## src/rtl/hpdcache_pkg.sv

```systemverilog
// HPDcache request/response types seen by the hardware prefetcher.
// Only the fields the prefetch path touches are modelled here.
package hpdcache_pkg;

    localparam int unsigned HPDCACHE_TID_WIDTH  = 4;
    localparam int unsigned HPDCACHE_ADDR_WIDTH = 32;
    localparam int unsigned HPDCACHE_DATA_WIDTH = 32;

    typedef logic [HPDCACHE_TID_WIDTH-1:0] hpdcache_req_tid_t;

    typedef enum logic [1:0] {
        HPDCACHE_REQ_LOAD  = 2'd0,
        HPDCACHE_REQ_STORE = 2'd1,
        HPDCACHE_REQ_CMO   = 2'd2
    } hpdcache_req_op_t;

    typedef struct packed {
        logic [HPDCACHE_ADDR_WIDTH-1:0] addr;
        hpdcache_req_op_t               op;
        logic [2:0]                     size;
        logic                           need_rsp;
        hpdcache_req_tid_t              tid;
    } hpdcache_req_t;

    typedef struct packed {
        logic [HPDCACHE_DATA_WIDTH-1:0] rdata;
        logic                           error;
        logic                           aborted;
        hpdcache_req_tid_t              tid;
    } hpdcache_rsp_t;

endpackage

```

## src/rtl/hwpf_stride_pkg.sv

```systemverilog
// Shared definitions for the stride prefetcher and its request arbiter.
package hwpf_stride_pkg;

    import hpdcache_pkg::*;

    // The tid stamped on each request identifies the engine, so the tid
    // width bounds how many engines can share the dcache port.
    localparam int unsigned HWPF_ARB_IDX_MAX_W   = $bits(hpdcache_req_tid_t);
    localparam int unsigned HWPF_ARB_MAX_ENGINES = 2 ** HWPF_ARB_IDX_MAX_W;

    // Engine index wide enough for the largest legal arbiter.
    typedef logic [HWPF_ARB_IDX_MAX_W-1:0] hwpf_arb_idx_t;

    // Index/pointer width for a given engine count (at least one bit).
    function automatic int unsigned hwpf_arb_idx_width(input int unsigned num_engines);
        if (num_engines > 32'd1) begin
            return $clog2(num_engines);
        end else begin
            return 32'd1;
        end
    endfunction

endpackage

```

## src/rtl/hwpf_rr_arbiter.sv

```systemverilog
// Round-robin priority selector: picks the first asserted request at or
// after ptr_i, wrapping modulo NUM_REQ. Purely combinational.
module hwpf_rr_arbiter
    import hwpf_stride_pkg::*;
#(
    parameter int unsigned NUM_REQ = 4,
    parameter int unsigned IDX_W   = hwpf_arb_idx_width(NUM_REQ)
) (
    input  logic [NUM_REQ-1:0] req_i,
    input  logic [IDX_W-1:0]   ptr_i,
    output logic [NUM_REQ-1:0] gnt_o,
    output logic [IDX_W-1:0]   idx_o,
    output logic               any_o
);

    // One extra bit so ptr + offset never overflows before the wrap.
    localparam int unsigned SUM_W = IDX_W + 32'd1;

    logic [SUM_W-1:0] sum_s;
    logic [IDX_W-1:0] cand_s;

    // Scan offsets from farthest to nearest so the nearest valid request wins.
    always_comb begin
        idx_o  = '0;
        any_o  = 1'b0;
        sum_s  = '0;
        cand_s = '0;
        for (int off = int'(NUM_REQ) - 1; off >= 0; off--) begin
            sum_s = {1'b0, ptr_i} + SUM_W'(off);
            if (sum_s >= SUM_W'(NUM_REQ)) begin
                sum_s = sum_s - SUM_W'(NUM_REQ);
            end else begin
                sum_s = sum_s;
            end
            cand_s = sum_s[IDX_W-1:0];
            if (req_i[cand_s]) begin
                idx_o = cand_s;
                any_o = 1'b1;
            end else begin
                idx_o = idx_o;
                any_o = any_o;
            end
        end
    end

    // Expand the winning index into a one-hot grant vector.
    always_comb begin
        gnt_o = '0;
        if (any_o) begin
            gnt_o[idx_o] = 1'b1;
        end else begin
            gnt_o = '0;
        end
    end

endmodule

```

## src/rtl/hwpf_stride_arb_sva.sv

```systemverilog
// Protocol checker for the prefetch request arbiter.
module hwpf_stride_arb_sva
    import hpdcache_pkg::*;
#(
    parameter int unsigned NUM_HW_PREFETCH = 4
) (
    input logic                       clk_i,
    input logic                       rst_ni,
    input logic [NUM_HW_PREFETCH-1:0] req_ready,
    input logic                       dcache_req_valid,
    input logic                       dcache_req_ready,
    input hpdcache_req_t              dcache_req
);

    // At most one engine is granted in any cycle.
    a_ready_onehot0: assert property (@(posedge clk_i) disable iff (!rst_ni)
        $onehot0(req_ready));

    // A stalled request must neither change nor be withdrawn.
    a_payload_stable: assert property (@(posedge clk_i) disable iff (!rst_ni)
        (dcache_req_valid && !dcache_req_ready) |=> (dcache_req_valid && $stable(dcache_req)));

endmodule

```

## src/rtl/hwpf_stride_arb.sv

```systemverilog
// Arbitrates the stride engines' prefetch requests onto the single
// HPDcache prefetch port, stamping tid with the engine index, and routes
// responses back to the engine whose index matches the response tid.
module hwpf_stride_arb
    import hpdcache_pkg::*;
    import hwpf_stride_pkg::*;
#(
    parameter int unsigned NUM_HW_PREFETCH = 4
) (
    input  logic                       clk_i,
    input  logic                       rst_ni,

    input  logic [NUM_HW_PREFETCH-1:0] hwpf_req_valid_i,
    output logic [NUM_HW_PREFETCH-1:0] hwpf_req_ready_o,
    input  hpdcache_req_t              hwpf_req_i [NUM_HW_PREFETCH-1:0],
    output logic [NUM_HW_PREFETCH-1:0] hwpf_rsp_valid_o,
    output hpdcache_rsp_t              hwpf_rsp_o,

    output logic                       dcache_req_valid_o,
    input  logic                       dcache_req_ready_i,
    output hpdcache_req_t              dcache_req_o,
    input  logic                       dcache_rsp_valid_i,
    input  hpdcache_rsp_t              dcache_rsp_i,

    output logic                       tid_err_o
);

    localparam int unsigned IDX_W = hwpf_arb_idx_width(NUM_HW_PREFETCH);

    if ((NUM_HW_PREFETCH < 32'd1) || (NUM_HW_PREFETCH > HWPF_ARB_MAX_ENGINES)) begin : g_bad_num_engines
        $error("hwpf_stride_arb: NUM_HW_PREFETCH must be in 1..2^$bits(hpdcache_req_tid_t)");
    end

    logic [IDX_W-1:0]           rr_ptr_r;
    logic [IDX_W-1:0]           rr_ptr_nxt_s;
    logic [IDX_W-1:0]           arb_idx_s;
    logic [NUM_HW_PREFETCH-1:0] arb_gnt_s;
    logic                       arb_any_s;
    logic                       slot_free_s;
    logic                       grant_s;
    logic                       out_valid_r;
    hpdcache_req_t              out_req_r;
    hpdcache_req_t              stamped_req_s;
    logic                       tid_oor_s;
    logic                       tid_err_r;

    hwpf_rr_arbiter #(
        .NUM_REQ (NUM_HW_PREFETCH),
        .IDX_W   (IDX_W)
    ) u_rr_arbiter (
        .req_i (hwpf_req_valid_i),
        .ptr_i (rr_ptr_r),
        .gnt_o (arb_gnt_s),
        .idx_o (arb_idx_s),
        .any_o (arb_any_s)
    );

    // The output slot accepts a new request when empty or draining this cycle.
    always_comb begin
        slot_free_s = !out_valid_r || dcache_req_ready_i;
        grant_s     = slot_free_s && arb_any_s;
    end

    // Grant goes only to the arbitration winner, and only if it can be stored.
    always_comb begin
        hwpf_req_ready_o = '0;
        if (grant_s) begin
            hwpf_req_ready_o = arb_gnt_s;
        end else begin
            hwpf_req_ready_o = '0;
        end
    end

    // Winner's payload with tid replaced by the engine index.
    always_comb begin
        stamped_req_s     = hwpf_req_i[arb_idx_s];
        stamped_req_s.tid = hpdcache_req_tid_t'(arb_idx_s);
    end

    // Pointer moves just past the winner, wrapping at the last engine.
    always_comb begin
        rr_ptr_nxt_s = '0;
        if (arb_idx_s == IDX_W'(NUM_HW_PREFETCH - 32'd1)) begin
            rr_ptr_nxt_s = '0;
        end else begin
            rr_ptr_nxt_s = arb_idx_s + IDX_W'(1);
        end
    end

    // Output stage: capture on grant, empty on accept, hold while stalled.
    always_ff @(posedge clk_i or negedge rst_ni) begin
        if (!rst_ni) begin
            out_valid_r <= 1'b0;
            out_req_r   <= '0;
            rr_ptr_r    <= '0;
        end else if (grant_s) begin
            out_valid_r <= 1'b1;
            out_req_r   <= stamped_req_s;
            rr_ptr_r    <= rr_ptr_nxt_s;
        end else if (dcache_req_ready_i) begin
            out_valid_r <= 1'b0;
        end else begin
            out_valid_r <= out_valid_r;
        end
    end

    assign dcache_req_valid_o = out_valid_r;
    assign dcache_req_o       = out_req_r;

    // Response tids beyond the engine count cannot be routed anywhere.
    always_comb begin
        tid_oor_s = 1'b0;
        if (32'(dcache_rsp_i.tid) >= 32'(NUM_HW_PREFETCH)) begin
            tid_oor_s = 1'b1;
        end else begin
            tid_oor_s = 1'b0;
        end
    end

    // Sticky record of an unroutable response, cleared only by reset.
    always_ff @(posedge clk_i or negedge rst_ni) begin
        if (!rst_ni) begin
            tid_err_r <= 1'b0;
        end else if (dcache_rsp_valid_i && tid_oor_s) begin
            tid_err_r <= 1'b1;
        end else begin
            tid_err_r <= tid_err_r;
        end
    end

    assign tid_err_o = tid_err_r;

    // Response demux: the engine whose index equals the tid sees the valid.
    for (genvar g = 0; g < NUM_HW_PREFETCH; g++) begin : g_rsp_demux
        assign hwpf_rsp_valid_o[g] = dcache_rsp_valid_i && (32'(dcache_rsp_i.tid) == 32'(g));
    end

    assign hwpf_rsp_o = dcache_rsp_i;

    hwpf_stride_arb_sva #(
        .NUM_HW_PREFETCH (NUM_HW_PREFETCH)
    ) u_sva (
        .clk_i            (clk_i),
        .rst_ni           (rst_ni),
        .req_ready        (hwpf_req_ready_o),
        .dcache_req_valid (dcache_req_valid_o),
        .dcache_req_ready (dcache_req_ready_i),
        .dcache_req       (dcache_req_o)
    );

endmodule

```

## config.mk

```make
export PLATFORM = sky130hd
export DESIGN_NAME = hwpf_stride_arb
export DESIGN_NICKNAME = d
export VERILOG_FILES = /design/src/rtl/hpdcache_pkg.sv /design/src/rtl/hwpf_stride_pkg.sv /design/src/rtl/hwpf_rr_arbiter.sv /design/src/rtl/hwpf_stride_arb_sva.sv /design/src/rtl/hwpf_stride_arb.sv
export SDC_FILE = /design/constraint.sdc
export NUM_CORES = 1
export LEC_CHECK = 0
export CORE_AREA = 2 2 118 120
export CTS_CLUSTER_DIAMETER = 120
export DETAILED_ROUTE_END_ITERATION = 10
export DIE_AREA = 0 0 120 122
export PLACE_DENSITY = 0.64
export SETUP_SLACK_MARGIN = 0.02
export SYNTH_ARGS = -nofsm -noshare
export SYNTH_HDL_FRONTEND = slang
export SYNTH_SLANG_ARGS = --single-unit
```

## constraint.sdc

```tcl
create_clock -name clk_i -period 2.33 [get_ports clk_i]
set_input_delay 0.5825 -clock clk_i [delete_from_list [all_inputs] [get_ports clk_i]]
set_output_delay 0.5825 -clock clk_i [all_outputs]
set_load 0.05 [all_outputs]
```

# After elaboration in Yosys (flattened, before gate mapping)

Index checks and enable logic that the tools add are counted.

Output and inout bits: 90
Register bits: 44
Input bits: 214

Reduce and logical (&&, ||, !) cells: 11
Mux-type cells: 30
Magnitude comparators: 11
$add $sub $neg: 8
Equal/unequal tests: 4

Operators with widths:

| kind                                                                         | number |
|---|---|
| 42-bit binary-select mux with 2-bit select                                   | 1 |
| 42-bit two-way mux                                                           | 1 |
| 2-bit two-way mux                                                            | 9 |
| 2-bit by 3-bit less-than comparator with 1-bit output, second input constant | 5 |
| 1-bit two-way mux                                                            | 12 |
| 3-bit >= comparator, second input constant                                   | 3 |
| 1-bit binary-select mux with 2-bit select                                    | 4 |
| 4-bit by 2-bit == test with 1-bit output, second input constant              | 2 |
| 4-bit two-way mux                                                            | 2 |
| 2-bit by 1-bit subtractor with 2-bit output, second input constant           | 4 |
| 1-bit logical AND                                                            | 7 |
| 2-bit by 2-bit adder with 3-bit output, second input constant                | 2 |
| 4-bit by 1-bit == test with 1-bit output, second input constant              | 1 |
| 4-bit by 3-bit >= comparator with 1-bit output, second input constant        | 1 |
| 4-bit zero test                                                              | 1 |
| 2-bit by 1-bit adder with 3-bit output, second input constant                | 1 |
| 2-bit by 3-bit >= comparator with 1-bit output, second input constant        | 1 |
| 2-bit by 1-bit adder with 2-bit output, second input constant                | 1 |
| 1-bit demux with 2-bit select                                                | 1 |
| 2-bit == test, second input constant                                         | 1 |
| 2-bit by 1-bit >= comparator with 1-bit output, second input constant        | 1 |
| 2-bit nonzero test                                                           | 1 |
| 1-bit zero test                                                              | 1 |
| 1-bit logical OR                                                             | 1 |

# Depth between registers and ports, before layout

Gate-level depths: netlist of run 1.

Word-level depth: 15
Gate-level depth with buffers: 8

# Cells and area by module

A second synthesis of run 1 with hierarchy kept.

Cell total of the unflattened synthesis: 235
Area total of the unflattened synthesis: 3189.3 um^2

Modules (own cells, without submodules):

| module          | instances | cells an instance | area an instance (um^2) |
|---|---|---|---|
| hwpf_stride_arb | 1         | 202               | 2977.9 |
| hwpf_rr_arbiter | 1         | 33                | 211.5 |

# Worst setup path after synthesis of run 1

Ideal clock, no wire load.

Kind: register -> output
Start point: reg out_valid_r, in the netlist dcache_req_valid_o
End point: out hwpf_req_ready_o[2]
Setup slack: -0.454 ns
Cell stages (with the launch flop): 5
Arrival: 2.201 ns
Buffers on the path: 1
Path through: dfrtp_1 > nand2b_1 > o41ai_2 > clkbuf_1 > nor3_1

Cells in the longest elaborated chain, start to end: 4

Ends and longest elaborated chain:

| element                | RTL line               | source |
|---|---|---|
| start, declared        | hwpf_stride_arb.sv:41  | `logic out_valid_r;` |
| start signal, assigned | hwpf_stride_arb.sv:103 | `out_valid_r <= out_valid_r;` |
| 1-bit zero test        | hwpf_stride_arb.sv:60  | `slot_free_s = !out_valid_r \|\| dcache_req_ready_i;` |
| 1-bit logical OR       | hwpf_stride_arb.sv:60  |  |
| 1-bit logical AND      | hwpf_stride_arb.sv:61  | `grant_s = slot_free_s && arb_any_s;` |
| 4-bit two-way mux      | hwpf_stride_arb.sv:67  | `if (grant_s) begin` |
| end, declared          | hwpf_stride_arb.sv:14  | `output logic [NUM_HW_PREFETCH-1:0] hwpf_req_ready_o,` |

No other way between the ends.

# Worst setup path after layout of run 1

Start point: reg rr_ptr_r[1]
End point: out hwpf_req_ready_o[3]

Cells in the longest elaborated chain, start to end: 15
Elaborated cells on any way between the ends: 39

Ends and longest elaborated chain:

| element                                                                                                                                       | RTL line                                     | source |
|---|---|---|
| start, declared                                                                                                                               | hwpf_stride_arb.sv:34                        | `logic [IDX_W-1:0] rr_ptr_r;` |
| start signal, assigned                                                                                                                        | hwpf_stride_arb.sv:99                        | `rr_ptr_r <= rr_ptr_nxt_s;` |
| 2-bit by 2-bit adder with 3-bit output                                                                                                        | hwpf_rr_arbiter.sv:29                        | `sum_s = {1'b0, ptr_i} + SUM_W'(off);` |
| 3-bit >= comparator or 2-bit by 1-bit subtractor with 2-bit output (tied branches)                                                            | hwpf_rr_arbiter.sv:30, hwpf_rr_arbiter.sv:31 |  |
| 2-bit two-way mux                                                                                                                             | hwpf_rr_arbiter.sv:30                        | `if (sum_s >= SUM_W'(NUM_REQ)) begin` |
| 1-bit binary-select mux with 2-bit select                                                                                                     | hwpf_rr_arbiter.sv:36                        | `if (req_i[cand_s]) begin` |
| 1-bit two-way mux (not written as such)                                                                                                       | hwpf_rr_arbiter.sv:36                        |  |
| 2-bit two-way mux (4 in a row)                                                                                                                | hwpf_rr_arbiter.sv:36                        |  |
| 2-bit by 3-bit less-than comparator with 1-bit output (not written as such) or 2-bit by 1-bit >= comparator with 1-bit output (tied branches) | hwpf_rr_arbiter.sv:50                        | `gnt_o[idx_o] = 1'b1;` |
| 1-bit logical AND (not written as such)                                                                                                       | hwpf_rr_arbiter.sv:50                        |  |
| 1-bit two-way mux (not written as such)                                                                                                       | hwpf_rr_arbiter.sv:50                        |  |
| 1-bit demux with 2-bit select                                                                                                                 | --                                           |  |
| 4-bit two-way mux                                                                                                                             | hwpf_rr_arbiter.sv:49                        | `if (any_o) begin` |
| 4-bit two-way mux *                                                                                                                           | hwpf_stride_arb.sv:67                        |  |

Mark *: on every way between the ends. The rest lies on a longest branch, timed or not. The select of a mux whose other input is x is not followed.

==> flow_summary.json, run 1 <==
{
  "vias": 3079,
  "path_clk_slew_ns": 0.06,
  "power_mw": 5.64,
  "finalNetCount": 717,
  "p_comb_share_pct": 64.6,
  "vias_per_cell": 4.51,
  "wl_um": 10900,
  "fp.dieArea_um2": 14600,
  "finalSetupTns_ns": -0.0377,
  "p_sw_share_pct": 45.6,
  "grt_pass1_wl_um": 16200,
  "fp.dieW_um": 120,
  "min_period_ns": 2.37,
  "violations": "negative setup slack",
  "clockBufferDepth": 2,
  "slowest_stage": "dfrtp_2",
  "start_util_pct": 24.0,
  "drive_gt1_share_pct": 21.9,
  "outcome": "finished, violations left",
  "antenna_found_initial": 0,
  "cts.htree.levels": 2,
  "grt_max_degree": 44,
  "r2r_setup_slack_ns": 0.18,
  "avgRoutedWirePerCell_um": 15.9,
  "final_cells": 682,
  "skew_ns": 0.00460,
  "power.leakage_nw": 2.46,
  "slowest_delay_ns": 0.47,
  "crit_arrival_ns": 1.79,
  "synth_seq_cells": 44,
  "synth_largest_area_cell": "dfrtp_1",
  "power_frac_seq_pct": 22.3,
  "cts_tree": "yes",
  "drt_first_iter_violations": 84,
  "path_cells": "mux2i_4 -> a211oi_4 -> ha_2 -> and2_4 -> buf_12",
  "synth_area_leaders": "dfrtp_1 34%, mux2i_1 24%, o221ai_2 11%, buf_4 9.5%, nand2_1 5.8%",
  "clock_latency_ns": 0.28,
  "yosysWarnings": 0,
  "ys_types": 29,
  "grt_pass1_vias": 3260,
  "dp_cells": 666,
  "internal-power_mw": 3.07,
  "synth-seq-area-share_pct": 34.0,
  "tightest_slew_ns": 0.603,
  "synthCells": 300,
  "cts_hold_buffers": 0,
  "place_hpwl_um": 8470,
  "final_hold_viol_count": 0,
  "route.detailed.drc": 0,
  "r2r_start": "rr_ptr_r[1]",
  "ant_nets": 0,
  "syn-cell-area_um2": 3240,
  "std_cell_rows": 43,
  "grtUsageTotal_pct": 14.0,
  "maxSlewHeadroom_pct": 59.8,
  "numCtsBuffers": 5,
  "reg2reg_depth": 9,
  "min_period_over_period_pct": 102,
  "power_switching_mw": 2.57,
  "setup_viol": 1,
  "r2r_end": "dcache_req_o[8]",
  "rsz0062_at_grt": "true",
  "cp.required_ns": 1.75,
  "diodes": 0,
  "cp-start-kind": "flip-flop",
  "utilization_pct": 43.6,
  "crit_start": "rr_ptr_r[1]",
  "cp_num_buf_inv": 1,
  "cellPowerDensity_nw_per_um2": 958,
  "hp-class": "input port to async pin",
  "core_area_um2": 13500,
  "timing.fmax_mhz": 422,
  "syn_to_final_growth_pct": 82.2,
  "synth_top_cell_area_share_pct": 34.0,
  "worstSetupEndpoint": "hwpf_req_ready_o[3]",
  "finalMaxSlewViolations": 0,
  "gp_congestion": 0.785,
  "nFillCells": 1265,
  "maxCapViolCount": 0,
  "die_y_um": 122,
  "cts_root_buffer": "clkbuf_16",
  "setup_slack_ns": -0.0377,
  "synth.avg_cell_area_um2": 10.8,
  "crit_path_end_kind": "output port",
  "pwr-share-clk_pct": 13.1,
  "crit_type": "flip-flop to output port",
  "most-common-layout-cells": "197 x clkdlybuf4s50_1, 76 x mux2i_1, 48 x nand2_1",
  "ir_drop_uv": 412,
  "first_pass_iters": 4,
  "ios": 304,
  "worst_hold_slack_ns": 0.294,
  "cts.sinks": 44,
  "final_common_cell": "clkdlybuf4s50_1",
  "path_delay_family": "flip-flops",
  "io_buffer_count": 217,
  "worstPathMaxFanout": 6,
  "cp.depth": 5,
  "overflow": 0
}
timing repair:
| item | 4_1_cts | 5_1_grt |
|---|---|---|
| endpoints found under the setup margin | 33 | 7 |
| pin swaps | 7 | 6 |
| endpoints found under the hold margin | 0 | 0 |
| gates cloned | 0 | 0 |
| setup buffers | 5 | 5 |
| gates resized for setup | 29 | 12 |
cell families (layout without fill, tap and decap cells):
| family | Yosys count | after routing | synth area share [%] |
|---|---|---|---|
| AO/OA/AOI/OAI | 46 | 46 | 16.9 |
| adder cells (fa/ha/maj) | 1 | 1 | 0.387 |
| buffers and inverters | 62 | 263 | 15.6 |
| flip-flops | 44 | 44 | 34.0 |
| multiplexers | 77 | 77 | 23.8 |
| other | 1 | 2 | 0.116 |
| AND/OR/NAND/NOR | 69 | 69 | 9.09 |
final cells by class:
cell class | instances | area [um2] | area share [%]
Timing Repair Buffer | 255 | 2640 | 44.7
Inverter | 1 | 3.75 | 0.0637
Tap cell | 180 | 225 | 3.82
Clock buffer | 7 | 153 | 2.59
Sequential cell | 44 | 1100 | 18.7
Multi-Input combinational cell | 195 | 1770 | 30.1
sequential cells by signal, summed over array words and instances, names as in the netlist:
name / flops
dcache_req_o: 40
dcache_req_valid_o: 1
rr_ptr_r: 2
tid_err_o: 1
synth_stat cells:
| cell type | instances |
|---|---|
| nor3b_1 | 3 |
| nand2b_1 | 4 |
| buf_2 | 2 |
| buf_6 | 5 |
| nand2_1 | 50 |
| buf_8 | 7 |
| nor2_1 | 6 |
| a21oi_1 | 1 |
| a211oi_2 | 1 |
| clkbuf_1 | 6 |
| a21boi_1 | 1 |
| mux2i_1 | 77 |
| o221ai_2 | 23 |
| o41ai_2 | 1 |
| buf_4 | 41 |
| conb_1 | 1 |
| nand3_1 | 1 |
| and2_1 | 1 |
| and4_1 | 1 |
| ha_1 | 1 |
| dfrtp_1 | 44 |
| o21ai_0 | 1 |
| o21ai_2 | 1 |
| a211o_1 | 1 |
| nand2_2 | 1 |
| nor3_1 | 2 |
| o31ai_1 | 1 |
| inv_2 | 1 |
| o221ai_1 | 15 |
worst min path at each step:
stage	end	slack [ns]	cells after the start
after detailed placement	tid_err_o	0.46	1
after global placement	tid_err_o	0.45	1
after global routing	dcache_req_o[27]	0.34	1
after CTS	dcache_req_o[27]	0.31	1
final	dcache_req_o[27]	0.29	1
after floorplan	dcache_req_o[0]	0.29	0
power groups by stage:
stage / combinational (mW) / clock [mW] / sequential [mW]
6_report: 3.65 / 0.741 / 1.26
5_1_grt: 3.85 / 0.793 / 1.29
4_1_cts: 3.61 / 0.767 / 1.26
3_5_place_dp: 3.56 / 0 / 1.25
3_3_place_gp: 3.52 / 0 / 1.24
2_1_floorplan: 1.51 / 0 / 2.23
stage by stage:
step	cell area, um2	setup slack [ns]
finish	5890	-0.0377
global route	5890	-0.107
CTS	5810	-0.0317
detailed placement	5580	-0.438
global placement	5580	-0.403
floorplan	3280	-0.0264
metal layers:
layer,part of all wire (%),GRT usage (%)
met5,0,0
met4,2.0,4.78
met3,9.0,4.03
met2,53,27.3
met1,36,14.0
No activity file was read; power rests on OpenSTA's default activity.
==> run 2: changes to the inputs <==
CORE_AREA = 4 4 117 119   (was 2 2 118 120)
DIE_AREA = 0 0 121 123   (was 0 0 120 122)
HOLD_SLACK_MARGIN = 0.03   (was unset)
PLACE_DENSITY = 0.67   (was 0.64)
==> flow_summary.json, run 2 (synthesis gave the netlist of run 1 again) <==
{
  "ant_nets": 0,
  "std_cell_rows": 41,
  "skew_ns": 0.00644,
  "worst_hold_slack_ns": 0.299,
  "min_period_over_period_pct": 102,
  "fp.dieW_um": 121,
  "crit_start": "hwpf_req_valid_i[3]",
  "setup_slack_ns": -0.0448,
  "diodes": 0,
  "overflow": 0,
  "hp-class": "input port to async pin",
  "finalMaxSlewViolations": 0,
  "ir_drop_uv": 589,
  "grtUsageTotal_pct": 14.5,
  "grt_pass1_wl_um": 17200,
  "worstPathMaxFanout": 4,
  "route.detailed.drc": 0,
  "finalNetCount": 710,
  "largest_register_ffs": 40,
  "final_common_cell": "clkdlybuf4s50_1",
  "dp_cells": 655,
  "wl_um": 11200,
  "numCtsBuffers": 5,
  "antenna_found_initial": 0,
  "ios": 304,
  "clock_latency_ns": 0.29,
  "cts.htree.levels": 2,
  "avgRoutedWirePerCell_um": 16.8,
  "r2r_start": "rr_ptr_r[1]",
  "vias": 3070,
  "maxCapViolCount": 0,
  "path_cells": "clkdlybuf4s15_2 -> buf_6 -> mux2i_2 -> a211oi_4 -> ha_2 -> and2_4 -> buf_12",
  "gp_congestion": 0.714,
  "cp.required_ns": 1.75,
  "crit_path_end_kind": "output port",
  "core_area_um2": 12600,
  "nFillCells": 1194,
  "power.leakage_nw": 2.42,
  "crit_arrival_ns": 1.79,
  "grt_pass1_vias": 3359,
  "maxSlewHeadroom_pct": 59.4,
  "start_util_pct": 25.7,
  "finalSetupTns_ns": -0.0624,
  "syn_to_final_growth_pct": 80.6,
  "drt_first_iter_violations": 69,
  "drive_gt1_share_pct": 20.8,
  "final_hold_viol_count": 0,
  "most-common-layout-cells": "198 x clkdlybuf4s50_1, 76 x mux2i_1, 47 x nand2_1",
  "cts.sinks": 44,
  "tightest_slew_ns": 0.609,
  "setup_viol": 2,
  "path_clk_slew_ns": 0.07,
  "clockBufferDepth": 2,
  "rsz0062_at_grt": "true",
  "cts_root_buffer": "clkbuf_16",
  "fp.dieArea_um2": 14900,
  "cellPowerDensity_nw_per_um2": 972,
  "vias_per_cell": 4.60,
  "timing.fmax_mhz": 421,
  "slowest_stage": "a211oi_4",
  "place_hpwl_um": 9000,
  "io_buffer_count": 217,
  "cts_tree": "yes",
  "cp-start-kind": "input port",
  "slowest_delay_ns": 0.31,
  "final_cells": 668,
  "min_period_ns": 2.37,
  "violations": "negative setup slack",
  "die_y_um": 123,
  "crit_type": "input port to output port",
  "grt_max_degree": 44,
  "first_pass_iters": 6,
  "outcome": "finished, violations left"
}
-- run 2: cell types whose count changed in the layout (fill, tap and decap cells not counted), sizes merged --
cell / change
bufinv: +1
clkdlybuf4s15: +1
dlymetal6s2s: -1
clkdlybuf4s50: +1
buf: -8
-- run 2: path summary, 6_finish.rpt --
check | to | cells past startpoint | slack (ns)
max | hwpf_req_ready_o[3] | 7 | -0.04
max in group asynchronous | dcache_req_o[21] | 2 | 1.49
min | dcache_req_o[32] | 1 | 0.30
min in group clk_i | dcache_req_o[0] | 2 | 0.48
min reg2reg | dcache_req_o[0] | 2 | 0.48
max reg2reg | dcache_req_o[9] | 7 | 0.24
-- run 2: per-layer routing --
metal	vias to the layer above	track usage, %	part of all wire, %
met2	184	26.5	51
li1	1448	-	-
met3	16	6.91	13
met4	0	3.54	0.91
met1	1422	15.1	35
met5	-	0	0
-- run 2: metrics by stage --
| step | worst slack, ns | power [mW] | utilization [%] | instance area (um2) |
|---|---|---|---|---|
| 5_1_grt | -0.109 | 5.98 | 46.5 | 5840 |
| 3_3_place_gp | -0.377 | 4.73 | 44.1 | 5540 |
| 3_5_place_dp | -0.415 | 4.79 | 44.1 | 5540 |
| 2_1_floorplan | -0.0264 | 3.74 | - | 3280 |
| 4_1_cts | -0.0230 | 5.74 | 46.2 | 5810 |
| 6_report | -0.0448 | 5.68 | 46.5 | 5840 |
-- run 2: layout make-up --
cell class              count  area, um2  share of cell area [%]
repair buffers            248       2580                    44.2
multi-input cells         195       1750                    30.0
flip-flops and latches     44       1100                    18.9
well taps                 172        215                    3.68
clock buffers               7        153                    2.61
clock inverters             1       30.0                   0.514
inverters                   1       3.75                  0.0642
-- run 2: report_power, final --
part / switching, mW / internal (mW) / total [mW]
Clock: 0.302 / 0.565 / 0.867
Sequential: 0.184 / 1.06 / 1.25
Combinational: 2.07 / 1.50 / 3.57
-- run 2: timing repair --
action,4_1_cts,5_1_grt
buffers inserted,4,1
hold buffers,0,0
pin swaps,7,7
endpoints found under the setup margin,36,7
resized for setup,28,7
-- run 2: worst max-delay path, delay by kind of cell --
family                     cells  cell delay [ns]
AOI/OAI and AO/OA              1             0.31
adders and majority gates      1             0.24
buffers and inverters          3             0.43
muxes                          1             0.08
and+or+nand+nor                1             0.15
